File: src/rtl/pipeline_mem_stage.sv
// MIPS MEM stage: issues dcache requests, stalls upstream until dhit, registers MEM/WB fields, tracks halt.
// Optional LL/SC link tracking is built when PIPELINE_MEM_LLSC_EN is defined.
module pipeline_mem_stage #(
    parameter int DW = 32,
    parameter int RW = 5
) (
    input  logic          CLK,
    input  logic          RST,
    input  logic          ex_valid,
    input  logic [DW-1:0] ex_porto,
    input  logic [DW-1:0] ex_portb,
    input  logic [DW-1:0] ex_imemaddr,
    input  logic [DW-1:0] ex_extimm,
    input  logic [RW-1:0] ex_wsel,
    input  logic          ex_dmemREN,
    input  logic          ex_dmemWEN,
    input  logic          ex_regwr,
    input  logic [1:0]    ex_regsrc,
    input  logic          ex_halt,
`ifdef PIPELINE_MEM_LLSC_EN
    input  logic          ex_ll,
    input  logic          ex_sc,
    input  logic          ccinv,
    input  logic [DW-1:0] ccsnoopaddr,
`endif
    input  logic          dhit,
    input  logic [DW-1:0] dmemload,
    output logic          dmemREN,
    output logic          dmemWEN,
    output logic [DW-1:0] dmemaddr,
    output logic [DW-1:0] dmemstore,
    output logic          mem_stall,
    output logic          wb_valid,
    output logic [DW-1:0] wb_wdat,
    output logic [RW-1:0] wb_wsel,
    output logic          wb_regwr,
    output logic          wb_halt
);

    typedef enum logic [1:0] {
        IDLE   = 2'd0,
        WAIT   = 2'd1,
        HALTED = 2'd2
    } state_t;

    state_t        state_r;
    logic [RW-1:0] req_wsel_r;
    logic          req_regwr_r;
    logic [1:0]    req_regsrc_r;
    logic [DW-1:0] alu_wdat_s;
    logic          rd_req_s;
    logic          wr_req_s;
    logic          sc_fail_s;
`ifdef PIPELINE_MEM_LLSC_EN
    logic          req_ll_r;
    logic          req_sc_r;
    logic          link_valid_r;
    logic [DW-1:0] link_addr_r;
    logic          link_hit_s;
`endif

    // Writeback source mux for single-cycle (non-memory) ops; regsrc=1 without a load yields zero.
    always_comb begin
        alu_wdat_s = {DW{1'b0}};
        case (ex_regsrc)
            2'd0:    alu_wdat_s = ex_porto;
            2'd1:    alu_wdat_s = {DW{1'b0}};
            2'd2:    alu_wdat_s = ex_imemaddr;
            2'd3:    alu_wdat_s = ex_extimm;
            default: alu_wdat_s = {DW{1'b0}};
        endcase
    end

    // Request decode: a write beats a read; a failing SC never reaches the cache.
    always_comb begin
`ifdef PIPELINE_MEM_LLSC_EN
        link_hit_s = link_valid_r && (link_addr_r == ex_porto);
        sc_fail_s  = ex_sc && !link_hit_s;
        if (ex_sc) begin
            wr_req_s = link_hit_s;
        end else begin
            wr_req_s = ex_dmemWEN;
        end
        rd_req_s = (ex_dmemREN || ex_ll) && !wr_req_s && !sc_fail_s;
`else
        sc_fail_s = 1'b0;
        wr_req_s  = ex_dmemWEN;
        rd_req_s  = ex_dmemREN && !ex_dmemWEN;
`endif
    end

    // Upstream hold: released in the dhit cycle so the latch advances exactly once per op.
    always_comb begin
        mem_stall = ((state_r == WAIT) && !dhit) || (state_r == HALTED);
    end

    // Stage FSM with registered cache strobes and MEM/WB fields.
    always_ff @(posedge CLK or posedge RST) begin
        if (RST) begin
            state_r      <= IDLE;
            dmemREN      <= 1'b0;
            dmemWEN      <= 1'b0;
            dmemaddr     <= {DW{1'b0}};
            dmemstore    <= {DW{1'b0}};
            wb_valid     <= 1'b0;
            wb_wdat      <= {DW{1'b0}};
            wb_wsel      <= {RW{1'b0}};
            wb_regwr     <= 1'b0;
            wb_halt      <= 1'b0;
            req_wsel_r   <= {RW{1'b0}};
            req_regwr_r  <= 1'b0;
            req_regsrc_r <= 2'd0;
`ifdef PIPELINE_MEM_LLSC_EN
            req_ll_r     <= 1'b0;
            req_sc_r     <= 1'b0;
            link_valid_r <= 1'b0;
            link_addr_r  <= {DW{1'b0}};
`endif
        end else begin
            wb_valid <= 1'b0;
`ifdef PIPELINE_MEM_LLSC_EN
            // A snoop invalidate kills the link; an LL completing this cycle overrides below.
            if (ccinv && (ccsnoopaddr == link_addr_r)) begin
                link_valid_r <= 1'b0;
            end
`endif
            case (state_r)
                IDLE: begin
                    if (ex_valid) begin
                        if (ex_halt) begin
                            wb_halt  <= 1'b1;
                            wb_valid <= 1'b1;
                            wb_regwr <= 1'b0;
                            state_r  <= HALTED;
                        end else if (sc_fail_s) begin
                            wb_valid <= 1'b1;
                            wb_wdat  <= {DW{1'b0}};
                            wb_wsel  <= ex_wsel;
                            wb_regwr <= 1'b1;
`ifdef PIPELINE_MEM_LLSC_EN
                            link_valid_r <= 1'b0;
`endif
                        end else if (rd_req_s || wr_req_s) begin
                            dmemREN      <= rd_req_s;
                            dmemWEN      <= wr_req_s;
                            dmemaddr     <= ex_porto;
                            dmemstore    <= ex_portb;
                            req_wsel_r   <= ex_wsel;
                            req_regwr_r  <= ex_regwr;
                            req_regsrc_r <= ex_regsrc;
`ifdef PIPELINE_MEM_LLSC_EN
                            req_ll_r     <= ex_ll;
                            req_sc_r     <= ex_sc;
`endif
                            state_r      <= WAIT;
                        end else begin
                            wb_valid <= 1'b1;
                            wb_wdat  <= alu_wdat_s;
                            wb_wsel  <= ex_wsel;
                            wb_regwr <= ex_regwr;
                        end
                    end
                end
                WAIT: begin
                    if (dhit) begin
                        dmemREN  <= 1'b0;
                        dmemWEN  <= 1'b0;
                        wb_valid <= 1'b1;
                        wb_wsel  <= req_wsel_r;
                        state_r  <= IDLE;
                        if (dmemREN) begin
                            wb_wdat  <= dmemload;
                            wb_regwr <= req_regwr_r;
`ifdef PIPELINE_MEM_LLSC_EN
                            if (req_ll_r) begin
                                link_valid_r <= 1'b1;
                                link_addr_r  <= dmemaddr;
                            end
`endif
                        end else begin
                            wb_wdat  <= (req_regsrc_r == 2'd0) ? dmemaddr : {DW{1'b0}};
                            wb_regwr <= 1'b0;
`ifdef PIPELINE_MEM_LLSC_EN
                            if (req_sc_r) begin
                                wb_wdat      <= {{(DW-1){1'b0}}, 1'b1};
                                wb_regwr     <= 1'b1;
                                link_valid_r <= 1'b0;
                            end
`endif
                        end
                    end
                end
                HALTED: begin
                    dmemREN <= 1'b0;
                    dmemWEN <= 1'b0;
                end
                default: begin
                    state_r <= IDLE;
                    dmemREN <= 1'b0;
                    dmemWEN <= 1'b0;
                end
            endcase
        end
    end

endmodule

File: config.mk
export PLATFORM = sky130hd
export DESIGN_NAME = pipeline_mem_stage
export DESIGN_NICKNAME = d
export VERILOG_FILES = /design/src/rtl/pipeline_mem_stage.sv
export SDC_FILE = /design/constraint.sdc
export NUM_CORES = 1
export LEC_CHECK = 0
export BUFFER_PORTS_ARGS = -buffer_cell sky130_fd_sc_hd__buf_4
export CORE_ASPECT_RATIO = 1.1
export CORE_MARGIN = 8
export CORE_UTILIZATION = 40
export CTS_CLUSTER_SIZE = 12
export DETAILED_ROUTE_END_ITERATION = 6
export MAX_ROUTING_LAYER = met4
export PLACE_DENSITY_LB_ADDON = 0.08
export SYNTH_ARGS = -nofsm -noshare
export SYNTH_HDL_FRONTEND = slang
export SYNTH_SLANG_ARGS = --single-unit
export TNS_END_PERCENT = 1
File: constraint.sdc
create_clock -name CLK -period 5.14 [get_ports CLK]
set_clock_uncertainty 0.15 [all_clocks]
set_input_delay 0.514 -clock CLK [delete_from_list [all_inputs] [get_ports CLK]]
set_output_delay 0.514 -clock CLK [all_outputs]
set_load 0.01 [all_outputs]
==> impl_metrics.toml <==
[run_status]
status = "completed"

[final_layout]
drive_above_1_share_pct = 65.58
final_cells = 934
final_cell_mix = "286 x buf_4, 115 x dfrtp_1, 86 x mux2_2, 35 x nand2_1, 33 x mux2i_1"
finalNetCount = 900
syn_to_final_growth_pct = 46.79
nFillCells = 1253
antennaDiodeCount = 0
final_common_cell = "buf_4"

[die]
die_width_um = 132.6
fp.coreArea_um2 = 14820
start_util_pct = 40.33
rows = 47
die_h_um = 144.2
dieArea_um2 = 19110
io_pins = 282

[synth]
syn_area_um2 = 5977
syn_nets = 632
synth_top_area_share_pct = 48.57
synth.ff_latch_count = 116
netlist_instances = 457
syn_avg_cell_area_um2 = 13.08
yosys_warnings = 0
synthTopCellsByArea = "dfrtp_1 49%, mux2_2 16%, mux2_4 7.5%, mux2i_1 5.5%, a221oi_1 3.5%"
synth.largest_area_cell = "dfrtp_1"
synth-seq-area-share_pct = 48.57
ys_types = 30

[flow_run]
maxCapViolCount = 0

[clock_network]
cts_tree = "yes"
clkSinkCount = 116
root_buffer = "clkbuf_16"
htreeDepth = 4
cts.clk_slew.worst_paths_ns = 0.05
postCtsHoldBufs = 0
cts_buffers = 17
clock_path_buffers = 2
cts_resized = 0
cts_setup_buffers = 0
clock_latency_ns = 0.41

[detailed_routing]
remaining_drc_errors = 0
avgViaCountPerCell = 5.248
drtAntennaViolNets = 0
drtIter0Drc = 229
drtPass1Iterations = 4
post_drt_wl_per_cell_um = 20.60
finalWirelength_um = 19240
vias = 4902

[sta]
slew_headroom_pct = 24.37
rsz0062_at_grt = "no"
timing.final.hold_violations = 0
setup_ws_ns = 2.423
fin_setup_tns_ns = 0
finalCritPeriodShare_pct = 52.87
period_needed_ns = 2.717
timing.fmax_mhz = 368.0
setup_viol_count_final = 0
tightest_slew_ns = 1.134
drv_slew = 0

[power_and_ir_drop]
seqPwrFrac_pct = 35.1
ir_worst_vdd_mv = 0.2674
switchingPower_w = 0.001379
p_int_w = 0.003187
combPwrFrac_pct = 35.7
switching_share_pct = 30.21
leakagePower_nw = 4.248
powerDensity_nw_per_um2 = 520.5
clockPowerShare_pct = 29.2

[grt]
grt_pass1_vias = 5379
gr-total-overflow = 0
grt_max_degree = 74
antenna_found_initial = 0
grt_pass1_wl_um = 29460
track_usage_pct = 20.45

[worst_setup_path]
crit_arrival_ns = 2.92
worstPathRequired_ns = 5.34
worstSetupPathType = "flip-flop to flip-flop"
crit_path_max_fanout = 36
reg2reg_depth = 5
startpoint_type = "flip-flop"
worst_setup_path_end_kind = "flip-flop"

[placed_design]
place.port_buffers = 281
dp_hpwl_um = 13790
routabilityCongestion = 0.7790
dp_slack_ns = 2.243
dp_cells = 902

[hold_path]
hold_class = "input pin to async pin"
-- synth_stat cells, drive strengths merged --
master / number
a21oi: 3
a221o: 1
a221oi: 32
a31o: 1
a31oi: 32
and2: 1
buf: 29
clkbuf: 8
dfrtp: 116
inv: 2
mux2: 116
mux2i: 33
nand2: 35
nand2b: 2
nand3: 1
nand3b: 2
nor2: 4
nor2b: 1
nor3: 1
nor4b: 1
o21ai: 4
or2: 32
-- flip-flops by register name, summed over array words and instances, names as in the netlist --
name / cells
dmemaddr: 32
dmemREN: 1
state_r: 2
wb_regwr: 1
wb_wdat: 32
req_regsrc_r: 2
dmemWEN: 1
dmemstore: 32
req_wsel_r: 5
req_regwr_r: 1
wb_valid: 1
wb_halt: 1
wb_wsel: 5
-- power by group through the flow --
stage | Clock (W) | Combinational (W) | Sequential (W)
5_1_grt | 0.00141 | 0.00174 | 0.00165
2_1_floorplan | 0 | 0.000617 | 0.00172
3_5_place_dp | 0 | 0.00166 | 0.00161
3_3_place_gp | 0 | 0.00164 | 0.00159
4_1_cts | 0.00136 | 0.00166 | 0.00160
6_report | 0.00134 | 0.00163 | 0.00160
-- layout make-up --
type	count	area (um2)	area share (%)
clock inverter	11	197.7	2.253
clock buffer	21	480.5	5.476
tap	196	245.2	2.795
multi-input combinational	302	2789	31.79
sequential	116	2904	33.10
inverter	2	10.01	0.1141
timing repair buffer	286	2147	24.47
-- through the flow --
stage               util (%)  hold slack (ns)  total power (W)  instance area, um2
detailed placement     54.63           0.3119         0.003268                8095
floorplan                  -           0.3253         0.002338                5977
finish                 59.20           0.1422         0.004567                8773
global placement       54.63           0.3101         0.003231                8095
CTS                    59.20           0.1505         0.004627                8773
global route           59.20           0.1600         0.004796                8773
-- worst paths after layout --
kind,start,endpoint,slack [ns]
max,dmemREN,wb_wdat[8],2.42
min reg2reg,wb_halt,wb_halt,0.32
min,RST,dmemstore[7],0.14
max in group asynchronous,RST,dmemaddr[4],3.55
min in group CLK,dhit,state_r[0],0.17
max reg2reg,dmemREN,wb_wdat[8],2.42
-- logic make-up (layout without fill, tap and decap cells) --
family                 count (synthesis)  count (layout)  synth area share, %
AOI/OAI and AO/OA                     73              73                9.985
buffers and inverters                 39             320                5.045
DFF                                  116             116                48.57
muxes                                149             149                29.27
and+or+nand+nor                       80              80                7.138
-- worst max-delay path, cell delays in order (launching register included) --
cell and delay [ns]:
dfrtp_2 0.74, nor3_4 0.77, buf_4 0.42, a221oi_1 0.14
a31oi_1 0.25, mux2_4 0.18
-- per-layer routing --
layer / part of all wire (%) / up-vias / wire length [um] / GRT usage [%]
met5: 0 / - / 0 / -
met4: 2.1 / 0 / 401 / 9.151
met3: 7.4 / 26 / 1430 / 6.880
met2: 50 / 214 / 9699 / 33.98
met1: 40 / 2431 / 7705 / 22.04
li1: - / 2231 / - / -
(Power assumes the default switching activity.)
